$ cat src/rtl/batcharger_ctrl.sv
// Li-ion charge-mode controller: IDLE/TC/CC/CV/END sequencing from ADC codes,
// with debounced threshold transitions, CV timeout and registered mode outputs.
module batcharger_ctrl #(
  parameter logic [7:0]  VCUTOFF   = 8'd170,
  parameter logic [7:0]  VPRESET   = 8'd238,
  parameter logic [7:0]  VRECHARGE = 8'd230,
  parameter logic [7:0]  TMIN      = 8'd20,
  parameter logic [7:0]  TMAX      = 8'd230,
  parameter int unsigned DEB       = 4,
  parameter logic [15:0] CVTMAX    = 16'd1000
) (
  input  logic       clk,
  input  logic       rst,
  input  logic       en,
  input  logic [3:0] sel,
  input  logic [7:0] vbat,
  input  logic [7:0] ibat,
  input  logic [7:0] vtemp,
  output logic       tc,
  output logic       cc,
  output logic       cv,
  output logic       imen,
  output logic       vmen,
  output logic       done,
  output logic [7:0] iref
);

  localparam int unsigned CNT_W = 4;
  localparam int unsigned TMR_W = 16;
  localparam logic [CNT_W-1:0] CNT_LAST = CNT_W'(DEB - 1);
  localparam logic [TMR_W-1:0] TMR_LAST = CVTMAX - TMR_W'(1);

  typedef enum logic [2:0] {S_IDLE, S_TC, S_CC, S_CV, S_END} state_t;

  state_t           state, state_nx;
  logic [CNT_W-1:0] cnt, cnt_nx;
  logic [TMR_W-1:0] tmr, tmr_nx;
  logic             tc_nx, cc_nx, cv_nx, imen_nx, vmen_nx, done_nx;
  logic [7:0]       iref_nx;

  logic [4:0] k;
  logic [7:0] k8;
  logic [7:0] k8_lim;
  logic       tok;
  logic       cond;
  state_t     exit_to;

  assign k      = 5'(sel) + 5'd1;
  assign k8     = {k, 3'b000};
  assign k8_lim = (k8 > 8'd128) ? 8'd128 : k8;
  assign tok    = (vtemp >= TMIN) && (vtemp <= TMAX);

  // State register, debounce counter, CV timer and registered outputs
  always_ff @(posedge clk or posedge rst) begin
    if (rst) begin
      state <= S_IDLE;
      cnt   <= '0;
      tmr   <= '0;
      tc    <= 1'b0;
      cc    <= 1'b0;
      cv    <= 1'b0;
      imen  <= 1'b0;
      vmen  <= 1'b0;
      done  <= 1'b0;
      iref  <= '0;
    end else begin
      state <= state_nx;
      cnt   <= cnt_nx;
      tmr   <= tmr_nx;
      tc    <= tc_nx;
      cc    <= cc_nx;
      cv    <= cv_nx;
      imen  <= imen_nx;
      vmen  <= vmen_nx;
      done  <= done_nx;
      iref  <= iref_nx;
    end
  end

  // Next-state: abort first, then IDLE entry, then debounced exits / CV timeout
  always_comb begin
    state_nx = state;
    cnt_nx   = '0;
    tmr_nx   = '0;
    cond     = 1'b0;
    exit_to  = S_IDLE;
    unique case (state)
      S_TC:    begin cond = (vbat >= VCUTOFF);      exit_to = S_CC;   end
      S_CC:    begin cond = (vbat >= VPRESET);      exit_to = S_CV;   end
      S_CV:    begin cond = (ibat <= 8'(k));        exit_to = S_END;  end
      S_END:   begin cond = (vbat < VRECHARGE);     exit_to = S_IDLE; end
      default: begin cond = 1'b0;                   exit_to = S_IDLE; end
    endcase

    if (state == S_IDLE) begin
      if (en && tok) begin
        if (vbat < VCUTOFF)      state_nx = S_TC;
        else if (vbat < VPRESET) state_nx = S_CC;
        else                     state_nx = S_CV;
      end
    end else if (!en || !tok) begin
      state_nx = S_IDLE;
    end else begin
      if (cond) begin
        if (cnt == CNT_LAST) state_nx = exit_to;
        else                 cnt_nx   = cnt + CNT_W'(1);
      end
      if (state == S_CV) begin
        if (tmr == TMR_LAST) state_nx = S_END;
        else                 tmr_nx   = tmr + TMR_W'(1);
      end
      if (state_nx != state) begin
        cnt_nx = '0;
        tmr_nx = '0;
      end
    end
  end

  // Output decode from the next state
  always_comb begin
    tc_nx   = 1'b0;
    cc_nx   = 1'b0;
    cv_nx   = 1'b0;
    imen_nx = 1'b0;
    vmen_nx = 1'b0;
    done_nx = 1'b0;
    iref_nx = '0;
    unique case (state_nx)
      S_TC:    begin tc_nx = 1'b1; imen_nx = 1'b1; iref_nx = 8'(k);  end
      S_CC:    begin cc_nx = 1'b1; imen_nx = 1'b1; iref_nx = k8_lim; end
      S_CV:    begin cv_nx = 1'b1; vmen_nx = 1'b1; iref_nx = k8;     end
      S_END:   begin done_nx = 1'b1; end
      default: begin end
    endcase
  end

endmodule

$ cat config.mk
export PLATFORM = sky130hd
export DESIGN_NAME = batcharger_ctrl
export DESIGN_NICKNAME = d
export VERILOG_FILES = /design/src/rtl/batcharger_ctrl.sv
export SDC_FILE = /design/constraint.sdc
export NUM_CORES = 1
export LEC_CHECK = 0
export BUFFER_PORTS_ARGS = -buffer_cell sky130_fd_sc_hd__buf_2
export CORE_UTILIZATION = 60
export CTS_BUF_LIST = sky130_fd_sc_hd__clkbuf_4
export CTS_CLUSTER_SIZE = 30
export DETAILED_ROUTE_END_ITERATION = 7
export GPL_TIMING_DRIVEN = 0
export PLACE_DENSITY = 0.95
export SLEW_MARGIN = 10
export SYNTH_ARGS = -nofsm -noshare
export SYNTH_HDL_FRONTEND = slang
export SYNTH_SLANG_ARGS = --single-unit
$ cat constraint.sdc
create_clock -name clk -period 7.2 [get_ports clk]
set_clock_uncertainty 0.15 [all_clocks]
set_input_delay 0.72 -clock clk [delete_from_list [all_inputs] [get_ports clk]]
set_output_delay 0.72 -clock clk [all_outputs]
set_load 0.01 [all_outputs]
==> run summary, run 1 <==
FLOORPLAN
-------------------------------------------------------------------------------------
Area of the die                                                             3703 um^2
Starting density of the core                                                   62.28%
Die width                                                                    60.86 um
Site row count                                                                     21
Placeable core region                                                       3337 um^2
Die Y                                                                        60.86 um
Number of I/O pins                                                                 45

WORST SETUP PATH
-------------------------------------------------------------------------------------
CP delay by family, top                                                  simple AND/OR/NAND/NOR gates
Launch point of the worst path                                                 sel[0]
Startpoint kind of the worst setup timing path                             input port
Depth of the critical timing path with buffers and inverters included              13
Critical Path AT                                                              3.46 ns
Worst Setup Path Type                                                    input port to flip-flop
Crit path capture type                                                      flip-flop
Depth of the worst register-to-register path                                        9
Critical path, cell by cell                                              buf_2 > ha_1 > inv_1 > ha_1 > nor2b_1 > o32a_1 > o2111ai_2 > a22oi_2 > a211oi_1 > or4b_1 > buf_2 > buf_6 > nor2_1
Worst r2r src                                                                  tmr[0]
Required @ worst endpoint                                                     7.34 ns
Maximum fanout encountered on the critical timing path                             10
Slowest cell on the critical path                                              or4b_1
Largest stage delay on the critical path                                      0.48 ns
Buffer and inverter count on the worst path                                         4

FINAL LAYOUT
-------------------------------------------------------------------------------------
Count of filler cells inserted in the layout                                      221
Antenna diode instance count                                                        0
Area Overhead vs Synth                                                         16.98%
Final net count                                                                   304
Leading cell types in the layout, fill and taps excluded                 buf_2, nor2_1, dfrtp_1
Fraction of final layout cells with drive strength greater than 1              26.22%
Most common cell after layout, fill and taps aside                              buf_2
Final instance count without filler cells                                         313

CLOCK TREE
-------------------------------------------------------------------------------------
Number of buffers created by CTS                                                    5
Root Buffer                                                                  clkbuf_4
Clock Latency Late Sink                                                       0.36 ns
Clock tree from TritonCTS                                                         yes
Number of hold-repair buffers added at the cts stage                                0
Maximum count of clock buffers along a single path                                  2
CTS-repair resized insts                                                            0
CTS sink cnt                                                                       36
Clock slew at reported path FFs                                               0.13 ns
H-tree lvl count                                                                    2
Post-CTS setup buffers                                                              0

STATUS
-------------------------------------------------------------------------------------
Status                                                                      completed

LOGIC SYNTHESIS
-------------------------------------------------------------------------------------
Sequential cell area fraction in the yosys report                              43.35%
Number of flip-flops and latches in the synthesized netlist                        36
Most frequently used flop master after synthesis                              dfrtp_1
Cells after Synth                                                                 216
Average instance area after synthesis                                      9.621 um^2
Yosys cell types                                                                   58
Mapped Nets                                                                       254
Fraction of synthesis flops using an asynchronous set or reset pin             100.0%
Synth Cell Area                                                             2078 um^2
Cell accounting for the most synthesized area                                 dfrtp_1
Top cell type's share of synthesized area                                      43.35%
Post-synth EDFFs                                                                    0
Dominant cells by area after synthesis                                   dfrtp_1, nor2_1, xnor2_1, ha_1, nand3_1
Number of warnings issued by yosys                                                  0

TIMING
-------------------------------------------------------------------------------------
Final Max Slew Viols                                                                0
Post-route fraction of the period consumed by the critical path                46.17%
Final worst path period need                                                 3.324 ns
Worst slew margin relative to its limit                                        52.65%
# setup viols final                                                                 0
Number of endpoints with negative hold slack in the final report                    0
Slew at the pin closest to its max-slew limit                               0.7092 ns
Crit path setup slack, layout                                                3.876 ns
Setup TNS                                                                        0 ns
Worst hold-check slack                                                      0.3049 ns
Max Clock Freq                                                              300.8 MHz
Unrepaired setup endpoints after global routing                                 false

POWER
-------------------------------------------------------------------------------------
Power density relative to cell area                                      180.6 nW/um^2
Leakage component of the power                                               1.094 nW
Overall power of the completed layout                                       0.4390 mW
Worst ir drop on vdd                                                         152.5 uV

PLACEMENT
-------------------------------------------------------------------------------------
Number of port buffers                                                             43
Dpl hpwl                                                                      3672 um
Placed cell count                                                                 305
Worst setup slack before clock tree synthesis                                3.476 ns
Routability cong.                                                              0.8525

GLOBAL ROUTE
-------------------------------------------------------------------------------------
Vias in the first global route                                                   1739
Congestion Overflow GR                                                              0
Overall fraction of global-route tracks in use                                 28.88%
Global-route wire length before repair                                        7576 um
Maximum number of pins on one net before global-route repair                       37
Antenna violations before repair                                                    0

WORST HOLD PATH
-------------------------------------------------------------------------------------
HP Class                                                                 input port to asynchronous set/reset pin

JOB
-------------------------------------------------------------------------------------
Number of maximum-capacitance violations                                            0

DRT
-------------------------------------------------------------------------------------
Count of routing violations after the opening detailed-route iteration             63
Routed Antenna Nets                                                                 0
Number of vias after detailed routing                                            1874
Via/cell ratio                                                                  5.987
Remaining routing DRC violations                                                    0
Routed wirelength normalized by instance count                               15.77 um
Total wire length after detailed routing                                      4937 um
Detailed-router iteration count before antenna repair                               4

## per-layer routing
layer | share of wire (%) | routed length (um) | vias to the layer above | global-route usage, %
met1 | 40 | 1964 | 863 | 34.35
met2 | 49 | 2428 | 113 | 48.51
met4 | 3.6 | 180 | 0 | 17.53
li1 | - | - | 875 | -
met5 | 0 | 0 | - | 0
met3 | 7.4 | 364 | 23 | 5.544
## report_power, final
group / switching [mW] / internal (mW) / total (mW) / leakage [nW]
registers: 0.00415 / 0.210 / 0.214 / 0.497
logic: 0.0489 / 0.0308 / 0.0796 / 0.556
clock network: 0.0726 / 0.0724 / 0.145 / 0.0412
total: 0.126 / 0.313 / 0.439 / 1.09
## worst reg2reg max path, cell delays in order (launching register included)
cell and delay (ns):
dfrtp_1 0.41, ha_1 0.22, nor4bb_1 0.20, and4b_1 0.29, nor2_1 0.11, a2111o_1 0.47, a31oi_4 0.34, or3_1 0.19
buf_2 0.17, o32ai_1 0.09
## per-stage QoR
stage / area, um^2 / util, %
2_1_floorplan: 2078 / -
3_3_place_gp: 2351 / 70.45
3_5_place_dp: 2351 / 70.45
4_1_cts: 2431 / 72.85
5_1_grt: 2431 / 72.85
6_report: 2431 / 72.85
## synth_stat cells (all sizes together) (2+ instances only)
| master | number |
|---|---|
| nand3 | 13 |
| nor2b | 4 |
| nor3 | 10 |
| inv | 11 |
| nand2 | 7 |
| nor2 | 37 |
| nor4 | 2 |
| ha | 7 |
| nor3b | 2 |
| a211oi | 4 |
| a21oi | 5 |
| or4 | 2 |
| o21ai | 7 |
| xor2 | 7 |
| xnor2 | 12 |
| nand4 | 4 |
| or3 | 2 |
| a31oi | 2 |
| o21a | 2 |
| and3 | 4 |
| and2 | 2 |
| o211ai | 2 |
| dfrtp | 36 |
| or2 | 2 |
| buf | 5 |
| nand2b | 2 |
## worst paths after layout
check / end / slack [ns]
setup / recovery: tmr[7] / 3.88
hold / removal: iref[0] / 0.30
setup reg to reg: iref[3] / 4.45
hold reg to reg: cnt[0] / 0.33
max in group asynchronous: cnt[2] / 6.12
min in group clk: cnt[0] / 0.33
## flip-flops by register name (all words and copies together), names as in the netlist
signal / cells
iref: 8
cc: 1
done: 1
tmr: 16
cnt: 4
state: 3
imen: 1
tc: 1
vmen: 1
## kinds of logic after synthesis
kind of cell | synth area share [%]
AOI/OAI and AO/OA | 15.35
buffers and inverters | 3.793
DFF | 43.35
adders and majority gates | 4.214
xor gates and xnor gates | 8.369
and+or+nand+nor | 24.92
## area by class of cell
class	count	area (um^2)	area share (%)
multi-input cells	163	1099	45.19
flip-flops and latches	36	900.9	37.06
repair buffers	43	215.2	8.852
well taps	46	57.56	2.367
clock inverters	3	42.54	1.750
inverters	11	41.29	1.698
clock buffers	5	37.54	1.544
plain buffers	6	37.54	1.544
(Power assumes the default switching activity.)
==> run 2, diff against run 1 <==
--- a/config.mk
+++ b/config.mk
@@ -6,12 +6,12 @@
 export NUM_CORES = 1
 export LEC_CHECK = 0
 export BUFFER_PORTS_ARGS = -buffer_cell sky130_fd_sc_hd__buf_2
-export CORE_UTILIZATION = 60
+export CORE_UTILIZATION = 56
 export CTS_BUF_LIST = sky130_fd_sc_hd__clkbuf_4
 export CTS_CLUSTER_SIZE = 30
 export DETAILED_ROUTE_END_ITERATION = 7
 export GPL_TIMING_DRIVEN = 0
-export PLACE_DENSITY = 0.95
+export PLACE_DENSITY = 0.94
 export SLEW_MARGIN = 10
 export SYNTH_ARGS = -nofsm -noshare
 export SYNTH_HDL_FRONTEND = slang
==> constraint.sdc (replaced) <==
create_clock -name clk -period 3.14 [get_ports clk]
set_clock_uncertainty 0.15 [all_clocks]
set_input_delay 0.314 -clock clk [delete_from_list [all_inputs] [get_ports clk]]
set_output_delay 0.314 -clock clk [all_outputs]
set_load 0.01 [all_outputs]
==> run summary, run 2 (same netlist as run 1, synthesis figures left out) <==
DRT
-------------------------------------------------------------------------------------
Via/cell ratio                                                                  5.675   -5.2%
Number of vias after detailed routing                                            1782   -4.9%
Routed wirelength normalized by instance count                               14.23 um   -9.8%
Routed Antenna Nets                                                                 0   unchanged
Remaining routing DRC violations                                                    0   unchanged
Total wire length after detailed routing                                      4469 um   -9.5%
Count of routing violations after the opening detailed-route iteration             73   +16%
Detailed-router iteration count before antenna repair                               4   unchanged

GLOBAL ROUTE
-------------------------------------------------------------------------------------
Antenna violations before repair                                                    0   unchanged
Congestion Overflow GR                                                              0   unchanged
Overall fraction of global-route tracks in use                                 24.98%   -3.9 points
Global-route wire length before repair                                        7728 um   +2.0%
Vias in the first global route                                                   1781   +2.4%
Maximum number of pins on one net before global-route repair                       37   unchanged

CLOCK TREE
-------------------------------------------------------------------------------------
Number of buffers created by CTS                                                    5   unchanged
Root Buffer                                                                  clkbuf_4
CTS sink cnt                                                                       36   unchanged
CTS-repair resized insts                                                            0   unchanged
Number of hold-repair buffers added at the cts stage                                1   +1
Clock Latency Late Sink                                                       0.34 ns   -0.02 ns
Post-CTS setup buffers                                                              0   unchanged
Maximum count of clock buffers along a single path                                  2   unchanged
Clock tree from TritonCTS                                                         yes
Clock slew at reported path FFs                                               0.11 ns   -0.02 ns
H-tree lvl count                                                                    2   unchanged

PLACEMENT
-------------------------------------------------------------------------------------
Number of port buffers                                                             43   unchanged
Routability cong.                                                              0.8763   +2.8%
Worst setup slack before clock tree synthesis                             -0.04228 ns   -3.518 ns
Dpl hpwl                                                                      3479 um   -5.3%

FINAL LAYOUT
-------------------------------------------------------------------------------------
Final net count                                                                   305   +0.33%
Most common cell after layout, fill and taps aside                              buf_2
Registers with the most flip-flops                                       tmr x16, iref x8, cnt x4
Most flops, register                                                              tmr
Area Overhead vs Synth                                                         16.07%
Leading cell types in the layout, fill and taps excluded                 buf_2, nor2_1, dfrtp_1
Number of flip-flops in the largest register                                       16   unchanged
Antenna diode instance count                                                        0   unchanged
Fraction of final layout cells with drive strength greater than 1              25.75%   -0.47 points

TIMING
-------------------------------------------------------------------------------------
Setup TNS                                                                        0 ns   unchanged
# setup viols final                                                                 0   unchanged
Final worst path period need                                                 2.823 ns
Final Max Slew Viols                                                                0   unchanged
Number of endpoints with negative hold slack in the final report                    0   unchanged
Unrepaired setup endpoints after global routing                                 false
Slew at the pin closest to its max-slew limit                               0.7212 ns   +0.01205 ns
Crit path setup slack, layout                                               0.3171 ns   -3.559 ns
Worst slew margin relative to its limit                                        51.85%   -0.80 points
Post-route fraction of the period consumed by the critical path                89.90%
Max Clock Freq                                                              354.2 MHz

JOB
-------------------------------------------------------------------------------------
Number of maximum-capacitance violations                                            0   unchanged

POWER
-------------------------------------------------------------------------------------
Part of the power in combinational logic                                        19.5%   +1.4 points
Power density relative to cell area                                      373.8 nW/um^2   +110%
Share of total power in sequential cells                                        54.6%   +5.8 points
NetSw                                                                       0.2670 mW   +110%
Worst ir drop on vdd                                                         339.4 uV   +120%
Share of total power in the clock network                                       25.9%   -7.1 points
Leakage component of the power                                               1.089 nW   -0.42%
Internal portion of total power                                             0.6347 mW   +100%
Fraction of power spent switching nets                                         29.61%   +0.99 points

STATUS
-------------------------------------------------------------------------------------
Status                                                                      completed

WORST SETUP PATH
-------------------------------------------------------------------------------------
Required @ worst endpoint                                                     3.27 ns   -4.07 ns
Critical Path AT                                                              2.95 ns   -0.51 ns
Worst Setup Path Type                                                    input port to flip-flop
Maximum fanout encountered on the critical timing path                             10   unchanged
Startpoint kind of the worst setup timing path                             input port
Crit path capture type                                                      flip-flop

WORST HOLD PATH
-------------------------------------------------------------------------------------
HP Class                                                                 input port to flip-flop

FLOORPLAN
-------------------------------------------------------------------------------------
Area of the die                                                             3959 um^2   +6.9%
Site row count                                                                     21   unchanged
Die Y                                                                        62.92 um   +3.4%
Starting density of the core                                                   60.38%   -1.9 points
Die width                                                                    62.92 um   +3.4%
Placeable core region                                                       3442 um^2   +3.1%
Number of I/O pins                                                                 45   unchanged

## run 2: changes by cell type in the layout (fill, tap and decap cells not counted)
cell,before,now
bufinv_16,1,0
clkinv_1,0,1
clkinv_2,1,2
clkinvlp_4,1,0
dlygate4sd3_1,0,1
## run 2: power groups by stage
stage	Clock, mW	Combinational, mW	Sequential, mW
after floorplan	0	0.101	0.506
after global placement	0	0.167	0.499
after detailed placement	0	0.174	0.501
after CTS	0.234	0.176	0.492
after global routing	0.254	0.195	0.493
final	0.234	0.176	0.492
## run 2: through the flow
stage / hold slack, ns / instance area [um^2] / std cells / power (mW) / utilization (%)
2_1_floorplan: 0.2375 / 2078 / 216 / 0.6075 / -
3_3_place_gp: 0.3026 / 2351 / 305 / 0.6665 / 68.30
3_5_place_dp: 0.3115 / 2351 / 305 / 0.6747 / 68.30
4_1_cts: 0.04963 / 2412 / 314 / 0.9020 / 70.08
5_1_grt: 0.06153 / 2412 / 314 / 0.9425 / 70.08
6_report: 0.04832 / 2412 / 314 / 0.9017 / 70.08
## run 2: worst paths after layout
check | startpoint | to | slack (ns) | cells past startpoint
setup reg to reg | tmr[0] | iref[3] | 0.40 | 9
setup / recovery | sel[0] | tmr[11] | 0.32 | 13
min in group asynchronous | rst | iref[6] | 0.47 | 3
hold / removal | sel[0] | iref[0] | 0.05 | 2
max in group asynchronous | rst | tmr[8] | 1.90 | 3
hold reg to reg | cnt[0] | cnt[0] | 0.33 | 1
## run 2: area by class of cell
| cell class | count | area, um^2 |
|---|---|---|
| Sequential cell | 36 | 900.9 |
| Clock inverter | 3 | 13.76 |
| Timing Repair Buffer | 44 | 225.2 |
| Inverter | 11 | 41.29 |
| Tap cell | 46 | 57.56 |
| Multi-Input combinational cell | 163 | 1099 |
| Fill cell | 262 | 1030 |
| Buffer | 6 | 37.54 |
| Clock buffer | 5 | 37.54 |
## run 2: metal layers
| layer | track usage (%) | wire length (um) |
|---|---|---|
| met5 | 0 | 0 |
| met4 | 9.884 | 36 |
| met3 | 5.839 | 262 |
| met2 | 43.28 | 2264 |
| met1 | 29.62 | 1905 |
## run 2: critical path, stage by stage
cell       delay (ns)
buf_2            0.13
ha_1             0.30
inv_1            0.06
ha_1             0.28
nor2b_1          0.16
o32a_1           0.19
o2111ai_2        0.16
a22oi_2          0.31
a211oi_1         0.11
or4b_1           0.48
buf_2            0.19
buf_6            0.15
nor2_1           0.10
==> run 3, diff against run 2 <==
--- a/config.mk
+++ b/config.mk
@@ -5,13 +5,13 @@
 export SDC_FILE = /design/constraint.sdc
 export NUM_CORES = 1
 export LEC_CHECK = 0
-export BUFFER_PORTS_ARGS = -buffer_cell sky130_fd_sc_hd__buf_2
-export CORE_UTILIZATION = 56
+export CORE_UTILIZATION = 65
 export CTS_BUF_LIST = sky130_fd_sc_hd__clkbuf_4
 export CTS_CLUSTER_SIZE = 30
 export DETAILED_ROUTE_END_ITERATION = 7
+export DONT_BUFFER_PORTS = 1
 export GPL_TIMING_DRIVEN = 0
-export PLACE_DENSITY = 0.94
+export PLACE_DENSITY = 0.93
 export SLEW_MARGIN = 10
 export SYNTH_ARGS = -nofsm -noshare
 export SYNTH_HDL_FRONTEND = slang
==> run summary, run 3 (same netlist as run 1, synthesis figures left out) <==
STATUS
-------------------------------------------------------------------------------------
Status                                                                      completed

TIMING
-------------------------------------------------------------------------------------
Final worst path period need                                                 2.725 ns   -0.09761 ns
Slew at the pin closest to its max-slew limit                               0.7062 ns   -0.01501 ns
Post-route fraction of the period consumed by the critical path                86.79%   -3.1 points
Max Clock Freq                                                              366.9 MHz   +3.6%
Number of endpoints with negative hold slack in the final report                    0   unchanged
Final Max Slew Viols                                                                0   unchanged
Unrepaired setup endpoints after global routing                                 false
Setup TNS                                                                        0 ns   unchanged
Worst slew margin relative to its limit                                        52.85%   +1.0 points
# setup viols final                                                                 0   unchanged
Crit path setup slack, layout                                               0.4147 ns   +0.09761 ns

WORST SETUP PATH
-------------------------------------------------------------------------------------
Maximum fanout encountered on the critical timing path                             10   unchanged
Worst setup slack for register-to-register paths                              0.42 ns   +0.02 ns
Worst Setup Path Type                                                    input port to flip-flop
Required @ worst endpoint                                                     3.24 ns   -0.03 ns
Startpoint kind of the worst setup timing path                             input port
Critical Path AT                                                              2.83 ns   -0.12 ns
Crit path capture type                                                      flip-flop

GLOBAL ROUTE
-------------------------------------------------------------------------------------
Antenna violations before repair                                                    0   unchanged
Vias in the first global route                                                   1519   -15%
Congestion Overflow GR                                                              0   unchanged
Maximum number of pins on one net before global-route repair                       37   unchanged
Global-route wire length before repair                                        6403 um   -17%
Overall fraction of global-route tracks in use                                 25.14%   +0.16 points

FINAL LAYOUT
-------------------------------------------------------------------------------------
Area Overhead vs Synth                                                         7.465%
Count of filler cells inserted in the layout                                      217   -17%
Number of flip-flops in the largest register                                       16   unchanged
Area of all sequential standard cells                                      900.9 um^2   unchanged
Most common cell after layout, fill and taps aside                             nor2_1
Antenna diode instance count                                                        0   unchanged
Fin area                                                                    2233 um^2   -7.4%
Final net count                                                                   263   -14%
Fraction of final layout cells with drive strength greater than 1              11.95%   -14 points
Final instance count without filler cells                                         270   -14%
Final core utilization                                                         73.16%   +3.1 points
Area occupied by multi-input gates                                          1099 um^2   unchanged
Leading cell types in the layout, fill and taps excluded                 nor2_1, dfrtp_1, nand3_1
Most flops, register                                                              tmr
Registers with the most flip-flops                                       tmr x16, iref x8, cnt x4

FLOORPLAN
-------------------------------------------------------------------------------------
Die width                                                                    58.55 um   -7.0%
Die Y                                                                        58.55 um   -7.0%
Number of I/O pins                                                                 45   unchanged
Starting density of the core                                                   68.07%   +7.7 points
Placeable core region                                                       3053 um^2   -11%
Area of the die                                                             3428 um^2   -13%
Site row count                                                                     20   -4.8%

PLACEMENT
-------------------------------------------------------------------------------------
Routability cong.                                                              0.9602   +9.6%
Dpl hpwl                                                                      3232 um   -7.1%
Number of port buffers                                                              0   -100%
Cell area reported after detailed placement                                 2133 um^2   -9.3%
Placed cell count                                                                 260   -15%
Worst setup slack before clock tree synthesis                               0.1291 ns   +0.1714 ns

DRT
-------------------------------------------------------------------------------------
Detailed-router iteration count before antenna repair                               4   unchanged
Remaining routing DRC violations                                                    0   unchanged
Routed wirelength normalized by instance count                               15.80 um   +11%
Number of vias after detailed routing                                            1665   -6.6%
Count of routing violations after the opening detailed-route iteration            115   +58%
Routed Antenna Nets                                                                 0   unchanged
Via/cell ratio                                                                  6.167   +8.7%
Total wire length after detailed routing                                      4266 um   -4.5%

CLOCK TREE
-------------------------------------------------------------------------------------
Number of hold-repair buffers added at the cts stage                                1   unchanged
Clock Latency Late Sink                                                       0.34 ns   about the same
Root Buffer                                                                  clkbuf_4
CTS-repair resized insts                                                            0   unchanged
CTS sink cnt                                                                       36   unchanged
Post-CTS setup buffers                                                              0   unchanged
Maximum count of clock buffers along a single path                                  2   unchanged
Clock tree from TritonCTS                                                         yes
H-tree lvl count                                                                    2   unchanged
Number of buffers created by CTS                                                    5   unchanged
Clock slew at reported path FFs                                               0.11 ns   about the same

JOB
-------------------------------------------------------------------------------------
Number of maximum-capacitance violations                                            0   unchanged

POWER
-------------------------------------------------------------------------------------
Leakage component of the power                                              0.9138 nW   -16%
Worst ir drop on vdd                                                         376.7 uV   +11%
Power density relative to cell area                                      427.8 nW/um^2   +14%

WORST HOLD PATH
-------------------------------------------------------------------------------------
HP Class                                                                 input port to flip-flop

-- run 3: cell types whose count changed in the layout (fill, tap and decap cells not counted), sizes merged --
cell         previous run  this run
dlygate4sd3             1         2
clkinv                  3         1
clkinvlp                0         1
bufinv                  0         1
buf                    48         5
-- run 3: worst paths after layout --
check | from | end | cells past startpoint
setup / recovery | sel[0] | iref[6] | 11
hold / removal | sel[2] | iref[7] | 2
setup reg to reg | tmr[0] | iref[3] | 9
hold reg to reg | cnt[0] | cnt[0] | 1
max in group asynchronous | rst | cnt[2] | 2
min in group asynchronous | rst | iref[5] | 2
-- run 3: area by class of cell --
cell class,instances,area share (%)
well taps,44,2.465
repair buffers,2,0.8964
multi-input cells,163,49.19
plain buffers,6,1.681
flip-flops and latches,36,40.34
clock inverters,3,1.905
inverters,11,1.849
clock buffers,5,1.681
-- run 3: power breakdown --
group	internal (mW)	switching, mW	leakage (nW)
clock network	0.166	0.156	0.0412
logic	0.0492	0.0837	0.376
registers	0.482	0.0186	0.497
-- run 3: metal layers --
layer	wire length [um]	track usage, %	up-vias	share of wire (%)
li1	-	-	791	-
met5	0	0	-	0
met2	2199	45.16	68	52
met4	97	10.88	0	2.3
met1	1782	29.72	794	42
met3	186	4.176	12	4.4
-- run 3: worst max-delay path: stages --
cell and delay (ns):
ha_1 0.28, inv_1 0.07, ha_1 0.29, nor2b_1 0.17, o32a_1 0.18, o2111ai_2 0.17
a22oi_2 0.32, a31oi_4 0.21, or3_1 0.41, buf_2 0.17, nor3_1 0.23
-- run 3: stage by stage --
step	hold WS [ns]	power, mW
floorplan	0.2375	0.6075
global placement	0.2386	0.6307
detailed placement	0.2491	0.6373
CTS	0.03891	0.9533
global route	0.03832	0.9867
finish	0.04609	0.9555
